<file path="config.mk">
export PLATFORM = sky130hd
export DESIGN_NAME = api_rx_filter_flat
export DESIGN_NICKNAME = d
export VERILOG_FILES = /design/src/rtl/api_rx_filter_if.sv /design/src/rtl/api_rx_filter.sv /design/src/flat_wrapper.sv
export SDC_FILE = /design/constraint.sdc
export NUM_CORES = 1
export LEC_CHECK = 0
export ABC_AREA = 1
export BUFFER_PORTS_ARGS = -buffer_cell sky130_fd_sc_hd__buf_2
export CELL_PAD_IN_SITES_DETAIL_PLACEMENT = 1
export CELL_PAD_IN_SITES_GLOBAL_PLACEMENT = 1
export CORE_MARGIN = 5
export CORE_UTILIZATION = 51
export CTS_CLUSTER_DIAMETER = 50
export DETAILED_ROUTE_END_ITERATION = 8
export MAX_ROUTING_LAYER = met4
export PLACE_DENSITY_LB_ADDON = 0.08
export SKIP_CTS_REPAIR_TIMING = 1
export SLEW_MARGIN = 20
export SYNTH_ARGS = -nofsm -noshare
export SYNTH_HDL_FRONTEND = slang
export SYNTH_SLANG_ARGS = --single-unit
export TNS_END_PERCENT = 10
</file>
<file path="constraint.sdc">
create_clock -name clk -period 7.4 [get_ports clk]
set_input_delay 0 -clock clk [delete_from_list [all_inputs] [get_ports clk]]
set_output_delay 0 -clock clk [all_outputs]
set_load 0.005 [all_outputs]
</file>
<file path="src/rtl/api_rx_filter_if.sv">
// RX FIFO pop port and framed nonce record stream of api_rx_filter.
// The filter takes the master side; the FIFO and the host stream take the slave side.
interface api_rx_filter_if;
    logic        rx_fifo_empty;
    logic [31:0] rx_fifo_dout;
    logic        rx_fifo_rd_en;
    logic        out_vld;
    logic        out_rdy;
    logic [31:0] out_dat;
    logic        out_last;

    modport master (
        input  rx_fifo_empty, rx_fifo_dout, out_rdy,
        output rx_fifo_rd_en, out_vld, out_dat, out_last
    );
    modport slave (
        output rx_fifo_empty, rx_fifo_dout, out_rdy,
        input  rx_fifo_rd_en, out_vld, out_dat, out_last
    );
endinterface

</file>
<file path="src/rtl/api_rx_filter.sv">
// Collects miner readback blocks from the RX FIFO, drops blocks without a valid
// nonce, and forwards the rest (minus the marker word) as framed records.
module api_rx_filter #(
    parameter int          BLOCK_LEN = 11,
    parameter int          MARK_IDX  = 9,
    parameter logic [31:0] MARK      = 32'hbeafbeaf,
    parameter logic [7:0]  TAG       = 8'h12
) (
    input  logic            clk,
    input  logic            rst,
    input  logic            reg_rst,
    api_rx_filter_if.master bus,
    output logic [3:0]      miner_id,
    output logic [15:0]     cnt_nonce,
    output logic [15:0]     cnt_empty,
    output logic [15:0]     cnt_err
);
    typedef enum logic [1:0] {COLLECT, CHECK, SEND} state_e;

    localparam logic [3:0] LAST_IDX  = 4'(BLOCK_LEN - 1);
    localparam logic [3:0] MARK_I    = 4'(MARK_IDX);
    localparam logic [3:0] FIRST_IDX = (MARK_IDX == 0) ? 4'd1 : 4'd0;

    state_e      state_q, state_d;
    logic [3:0]  idx_q, idx_d;
    logic [31:0] blk_q [BLOCK_LEN];
    logic [31:0] blk_d [BLOCK_LEN];
    logic        out_vld_q, out_vld_d;
    logic [31:0] out_dat_q, out_dat_d;
    logic        out_last_q, out_last_d;
    logic [3:0]  miner_id_q, miner_id_d;
    logic [15:0] cnt_nonce_q, cnt_nonce_d;
    logic [15:0] cnt_empty_q, cnt_empty_d;
    logic [15:0] cnt_err_q, cnt_err_d;

    logic       pop, xfer, mark_ok, tag_ok;
    logic [3:0] nxt_idx;

    function automatic logic [15:0] sat_inc(input logic [15:0] v);
        return (v == 16'hffff) ? v : v + 16'd1;
    endfunction

    // Pop is gated by both resets so nothing leaves the FIFO while state is being cleared.
    assign pop     = (state_q == COLLECT) && !bus.rx_fifo_empty && !reg_rst && !rst;
    assign xfer    = out_vld_q && bus.out_rdy;
    assign mark_ok = (blk_q[MARK_IDX] == MARK);
    assign tag_ok  = (blk_q[BLOCK_LEN-1][15:8] == TAG);
    assign nxt_idx = ((idx_q + 4'd1) == MARK_I) ? idx_q + 4'd2 : idx_q + 4'd1;

    always_ff @(posedge clk or posedge rst) begin
        if (rst) begin
            state_q     <= COLLECT;
            idx_q       <= 4'd0;
            out_vld_q   <= 1'b0;
            out_dat_q   <= 32'd0;
            out_last_q  <= 1'b0;
            miner_id_q  <= 4'd0;
            cnt_nonce_q <= 16'd0;
            cnt_empty_q <= 16'd0;
            cnt_err_q   <= 16'd0;
        end else begin
            state_q     <= state_d;
            idx_q       <= idx_d;
            out_vld_q   <= out_vld_d;
            out_dat_q   <= out_dat_d;
            out_last_q  <= out_last_d;
            miner_id_q  <= miner_id_d;
            cnt_nonce_q <= cnt_nonce_d;
            cnt_empty_q <= cnt_empty_d;
            cnt_err_q   <= cnt_err_d;
        end
    end

    always_ff @(posedge clk) blk_q <= blk_d;

    always_comb begin
        state_d = state_q;
        case (state_q)
            COLLECT: if (pop && idx_q == LAST_IDX) state_d = CHECK;
            CHECK:   state_d = (mark_ok && tag_ok) ? SEND : COLLECT;
            SEND:    if (xfer && out_last_q) state_d = COLLECT;
            default: state_d = COLLECT;
        endcase
        if (reg_rst) state_d = COLLECT;
    end

    always_comb begin
        blk_d       = blk_q;
        idx_d       = idx_q;
        out_vld_d   = out_vld_q;
        out_dat_d   = out_dat_q;
        out_last_d  = out_last_q;
        miner_id_d  = miner_id_q;
        cnt_nonce_d = cnt_nonce_q;
        cnt_empty_d = cnt_empty_q;
        cnt_err_d   = cnt_err_q;
        case (state_q)
            COLLECT: if (pop) begin
                blk_d[idx_q] = bus.rx_fifo_dout;
                idx_d        = (idx_q == LAST_IDX) ? 4'd0 : idx_q + 4'd1;
            end
            CHECK: begin
                if (!mark_ok) begin
                    cnt_empty_d = sat_inc(cnt_empty_q);
                end else if (!tag_ok) begin
                    cnt_err_d = sat_inc(cnt_err_q);
                end else begin
                    cnt_nonce_d = sat_inc(cnt_nonce_q);
                    miner_id_d  = blk_q[BLOCK_LEN-1][3:0];
                    out_vld_d   = 1'b1;
                    idx_d       = FIRST_IDX;
                    out_dat_d   = blk_q[FIRST_IDX];
                    out_last_d  = (FIRST_IDX == LAST_IDX);
                end
            end
            SEND: if (xfer) begin
                // idx tracks the word currently presented; the marker slot is hopped over.
                if (out_last_q) begin
                    out_vld_d  = 1'b0;
                    out_last_d = 1'b0;
                    idx_d      = 4'd0;
                end else begin
                    idx_d      = nxt_idx;
                    out_dat_d  = blk_q[nxt_idx];
                    out_last_d = (nxt_idx == LAST_IDX);
                end
            end
            default: ;
        endcase
        if (reg_rst) begin
            idx_d       = 4'd0;
            out_vld_d   = 1'b0;
            out_dat_d   = 32'd0;
            out_last_d  = 1'b0;
            miner_id_d  = 4'd0;
            cnt_nonce_d = 16'd0;
            cnt_empty_d = 16'd0;
            cnt_err_d   = 16'd0;
        end
    end

    assign bus.rx_fifo_rd_en = pop;
    assign bus.out_vld       = out_vld_q;
    assign bus.out_dat       = out_dat_q;
    assign bus.out_last      = out_last_q;
    assign miner_id          = miner_id_q;
    assign cnt_nonce         = cnt_nonce_q;
    assign cnt_empty         = cnt_empty_q;
    assign cnt_err           = cnt_err_q;
endmodule

</file>
<file path="src/flat_wrapper.sv">
// flat-port wrapper written by rule: the top's interface ports become plain ports
module api_rx_filter_flat 
#(
    parameter int          BLOCK_LEN = 11,
    parameter int          MARK_IDX  = 9,
    parameter logic [31:0] MARK      = 32'hbeafbeaf,
    parameter logic [7:0]  TAG       = 8'h12
)
  (clk, rst, reg_rst, miner_id, cnt_nonce, cnt_empty, cnt_err, bus_rx_fifo_empty, bus_rx_fifo_dout, bus_out_rdy, bus_rx_fifo_rd_en, bus_out_vld, bus_out_dat, bus_out_last);
  api_rx_filter_if bus_i ();
  input  logic clk;
  input  logic rst;
  input  logic reg_rst;
  output logic [3:0] miner_id;
  output logic [15:0] cnt_nonce;
  output logic [15:0] cnt_empty;
  output logic [15:0] cnt_err;
  input wire logic [$bits(bus_i.rx_fifo_empty)-1:0] bus_rx_fifo_empty;
  input wire logic [$bits(bus_i.rx_fifo_dout)-1:0] bus_rx_fifo_dout;
  input wire logic [$bits(bus_i.out_rdy)-1:0] bus_out_rdy;
  output wire logic [$bits(bus_i.rx_fifo_rd_en)-1:0] bus_rx_fifo_rd_en;
  output wire logic [$bits(bus_i.out_vld)-1:0] bus_out_vld;
  output wire logic [$bits(bus_i.out_dat)-1:0] bus_out_dat;
  output wire logic [$bits(bus_i.out_last)-1:0] bus_out_last;
  assign bus_i.rx_fifo_empty = bus_rx_fifo_empty;
  assign bus_i.rx_fifo_dout = bus_rx_fifo_dout;
  assign bus_i.out_rdy = bus_out_rdy;
  assign bus_rx_fifo_rd_en = bus_i.rx_fifo_rd_en;
  assign bus_out_vld = bus_i.out_vld;
  assign bus_out_dat = bus_i.out_dat;
  assign bus_out_last = bus_i.out_last;
  api_rx_filter #(.BLOCK_LEN(BLOCK_LEN), .MARK_IDX(MARK_IDX), .MARK(MARK), .TAG(TAG)) u_core (.clk(clk), .rst(rst), .reg_rst(reg_rst), .bus(bus_i), .miner_id(miner_id), .cnt_nonce(cnt_nonce), .cnt_empty(cnt_empty), .cnt_err(cnt_err));
endmodule
</file>
==> impl_summary.md <==
Run status
The run finished, with violations left. The final reports fail on negative hold slack.

Route
The routed layout has 16900 vias. The first routing iteration left roughly 1500 violations. Dividing the detail-routed via count by the number of cells gives 5.78.

The routed design has 65.9 mm of wire. The first detailed-routing pass ran for 5 iterations. The average routed wire per standard cell is between 20 and 25 um.

In this run the remaining antenna-violating nets after routing total 0. For this run, design rule violations remaining after detail routing come to 0.

Logic synthesis
The most frequent cell after synthesis is nand2_1. The synthesized net count is between 2000 and 2500. In this run the mean area of a mapped cell was 9.43 sq um. The prevailing post-synth register cell is edfxtp_1.

The share of the synthesized area in the top cell type is 50.5%. The mapped netlist covers 20900 sq um. The post-synthesis sequential element count is between 400 and 500.

The post-synthesis async set-or-reset flop share is 20.7%. Sorting the synthesized cells by how often they occur yields nand2_1, nand3_1, inv_1. The count of warnings emitted by yosys is 0. The sequential-to-total area share from yosys stat is 61.5%. The synthesized design contains approximately 350 enable-type register cells. The largest area contributor in the synthesized netlist is edfxtp_1. The synthesized netlist cell count is roughly 2200. Ranked by total cell area, the synthesized netlist is headed by edfxtp_1, dfrtp_1, nand3_1, nand2_1, inv_1. In this run, distinct cell masters in the synthesized netlist total 35.

GRT
The first global-routing pass estimated about 100 mm of wire. Entering global routing, the biggest net connects 69 pins. The number of global-route vias before repair is roughly 18000. The global routing usage summed across all routing layers is approximately 30%. Global routing finished with a remaining overflow of 0.

The initial antenna violation count came to 0.

STA
Setup repair after global routing left no endpoint under its margin. Across all setup checks in the final design, the least slack found is 3.04 ns. The maximum operating frequency is 229 MHz. The worst hold margin is -0.0198 ns. Subtracting the final worst setup slack from the clock period gives 4.36 ns. The worst path uses 58.9% of the clock period. The number of hold violations in the final report is 4. The setup total negative slack is 0 ns.

The clock skew is 0.0295 ns. The count of final max-slew check failures was 0. The remaining max-slew budget at the tightest pin is 28.9%.

Setup violations remaining at the end of the flow were counted as 0. The slew of the pin with the lowest slew margin is 1.06 ns.

Floorplanning
The die extent in y is 213 um. The row count is 74. The core area is 40700 sq um. The floorplan step defined a die boundary enclosing 45200 sq um. The starting density of the core is a little over 50%. For this design the top-level I/O count stands at 124. From left edge to right edge, the die measures 213 um.

Clock network
The number of clock buffers added by TritonCTS is 53. Clock-pin slew was measured on the worst setup and hold paths at around 0.060 ns. The CTS tree is done. The clock latency of the later-clocked register in the worst-skew pair is 0.61 ns. The number of buffers on the longest clock path is 3. In this run the number of H-tree levels came out at 2.

Clock tree synthesis selected as its root buffer the cell clkbuf_16. The TritonCTS sink count is 444.

Pwr
The leakage power is 10.5 nW. For this design the ratio of total power to cell area is roughly 260 nW/um^2. Registers are responsible for 43.7% of the overall power. The share of total power dissipated in the clock network is 39.7%. The peak ir drop on the vdd network is approximately 0.30 mV. The total internal power is 4.53 mW.

Per report_power, the combinational group accounts for between 15 and 20% of the total. Net switching is 28.9% of the power. The switching power is 1.84 mW.

Worst hold path
In this run the most critical hold path is launched from reg_rst. The type of the most critical hold path is input port to flop.

Layout
The final layout contains 2406 nets. The synthesis-to-layout area growth is 15.3%. The post-route netlist has 11.6% of its cells at a drive strength greater than 1. The total non-filler cell area in the finished layout is 24100 sq um.

Once layout is complete, the cells apart from fillers number between 2000 and 3000. Measured on the finished design, the core utilization comes to 59.2%. The repair_antennas step left the layout with diodes totalling 0.

Placed design
The post-detailed-placement half-perimeter wirelength is around 38 mm. The count of buffers from port buffering is ~120. Routability-driven placement finished with a final weighted congestion of 0.820.

Counting tap cells, the placed design contains a total of 2798 instances. The placed instances occupy a cell area of ~22000 sq um. The pre-CTS setup slack is 3.21 ns.

Setup path
STA puts the critical path data arrival time at 4.87 ns. The startpoint identified for the worst register-to-register timing path is u_core.idx_q[0]. The maximum fanout along the worst path is 65.

For the worst setup path, the data required time is 7.92 ns. The category of the worst setup path capture point is a flop. The worst setup path is launched from a flop.

Tracing the worst setup path back leads to its startpoint at u_core.idx_q[0]. The startpoint-to-endpoint class of the critical path is flop to flop.

Job
The number of violations of the max-capacitance limit is 0.
==> power by group through the flow <==
stage | registers, mW | clock network, mW | logic [mW]
6_report | 2.79 | 2.53 | 1.05
5_1_grt | 2.79 | 2.68 | 1.15
4_1_cts | 2.79 | 2.57 | 1.04
3_5_place_dp | 2.84 | 0 | 1.02
3_3_place_gp | 2.84 | 0 | 0.980
2_1_floorplan | 2.83 | 0 | 0.681
==> sequential cells by signal, indices dropped and copies added (netlist names) <==
signal               count
u_core.cnt_err          16
u_core.cnt_nonce        16
u_core.blk_q           352
u_core.bus.out_last      1
u_core.miner_id          4
u_core.bus.out_dat      32
u_core.cnt_empty        16
u_core.idx_q             4
u_core.bus.out_vld       1
u_core.state_q           2
==> final timing paths <==
kind	to	slack (ns)	depth (start not counted)
setup / recovery	u_core.bus.out_dat[18]	3.04	16
setup reg to reg	u_core.bus.out_dat[18]	3.04	16
hold / removal	u_core.cnt_empty[7]	-0.02	2
min in group asynchronous	u_core.cnt_err[10]	-0.01	3
max in group asynchronous	u_core.bus.out_dat[30]	6.09	4
hold reg to reg	u_core.cnt_empty[3]	0.53	1
==> cell usage in the layout, fill, tap and decap left out, types with 4 or more instances in the layout <==
master | netlist | routed
nor3_1 | 21 | 10
nand3b_1 | 4 | 4
clkbuf_8 | 0 | 4
ha_1 | 12 | 12
nor4_1 | 9 | 9
clkinv_2 | 0 | 8
clkbuf_16 | 0 | 53
or2_2 | 7 | 7
inv_1 | 374 | 373
o21ai_0 | 41 | 41
buf_4 | 7 | 35
nand3_1 | 437 | 436
buf_2 | 58 | 123
nand4_1 | 21 | 21
inv_6 | 0 | 5
dfrtp_1 | 92 | 92
clkbuf_1 | 41 | 18
nand2_1 | 520 | 519
xnor2_1 | 7 | 7
nor2_1 | 48 | 46
edfxtp_1 | 352 | 352
xor2_1 | 19 | 19
o31ai_1 | 17 | 17
dlygate4sd3_1 | 0 | 34
a21oi_1 | 105 | 104
o21ai_1 | 4 | 4
nor3_2 | 0 | 11
==> logic make-up (layout without fill, tap and decap cells) <==
group | after synthesis | in the layout | share of synthesized area (%)
AOI/OAI and AO/OA | 173 | 173 | 4.48
xor gates and xnor gates | 26 | 26 | 1.09
adders and majority gates | 12 | 12 | 0.718
buffers and inverters | 489 | 669 | 9.39
DFF | 444 | 444 | 61.5
and+or+nand+nor | 1076 | 1076 | 22.8
==> area by class of cell <==
type                       instances  area [sq um]
sequential                       444         12900
tap                              532           666
inverter                         377          1420
clock buffer                      75          1450
clock inverter                    23           230
fill                            4628         16600
multi-input combinational       1287          6210
timing repair buffer             194          1270
==> per-stage QoR <==
step | hold slack [ns] | power, mW
3_3_place_gp | 0.0671 | 3.82
3_5_place_dp | 0.0755 | 3.86
2_1_floorplan | 0.0415 | 3.51
5_1_grt | 0.00216 | 6.63
4_1_cts | -0.562 | 6.39
6_report | -0.0198 | 6.38
==> metal layers <==
| metal | wire, um | GRT usage, % | vias to the layer above |
|---|---|---|---|
| met5 | 0 | - | - |
| met4 | 1530 | 9.18 | 0 |
| met3 | 4280 | 4.60 | 117 |
| met2 | 33000 | 50.5 | 600 |
| met1 | 27100 | 37.1 | 8619 |
| li1 | - | - | 7612 |
==> worst max-delay path, cell delays in order (launching register included) <==
cell and delay [ns]:
dfrtp_1 0.48, ha_1 0.27, inv_1 0.15, nand2_1 0.15, nand3_4 0.17, nor2_8 0.07
nand2_2 0.05, buf_4 0.63, nand2_4 0.55, nor2_2 0.47, buf_4 0.44, nand2_1 0.09
nand2_1 0.09, nand2_1 0.05, nand2_1 0.10, nand3_1 0.12, a21oi_1 0.23
No activity file was read; power rests on OpenSTA's default activity.
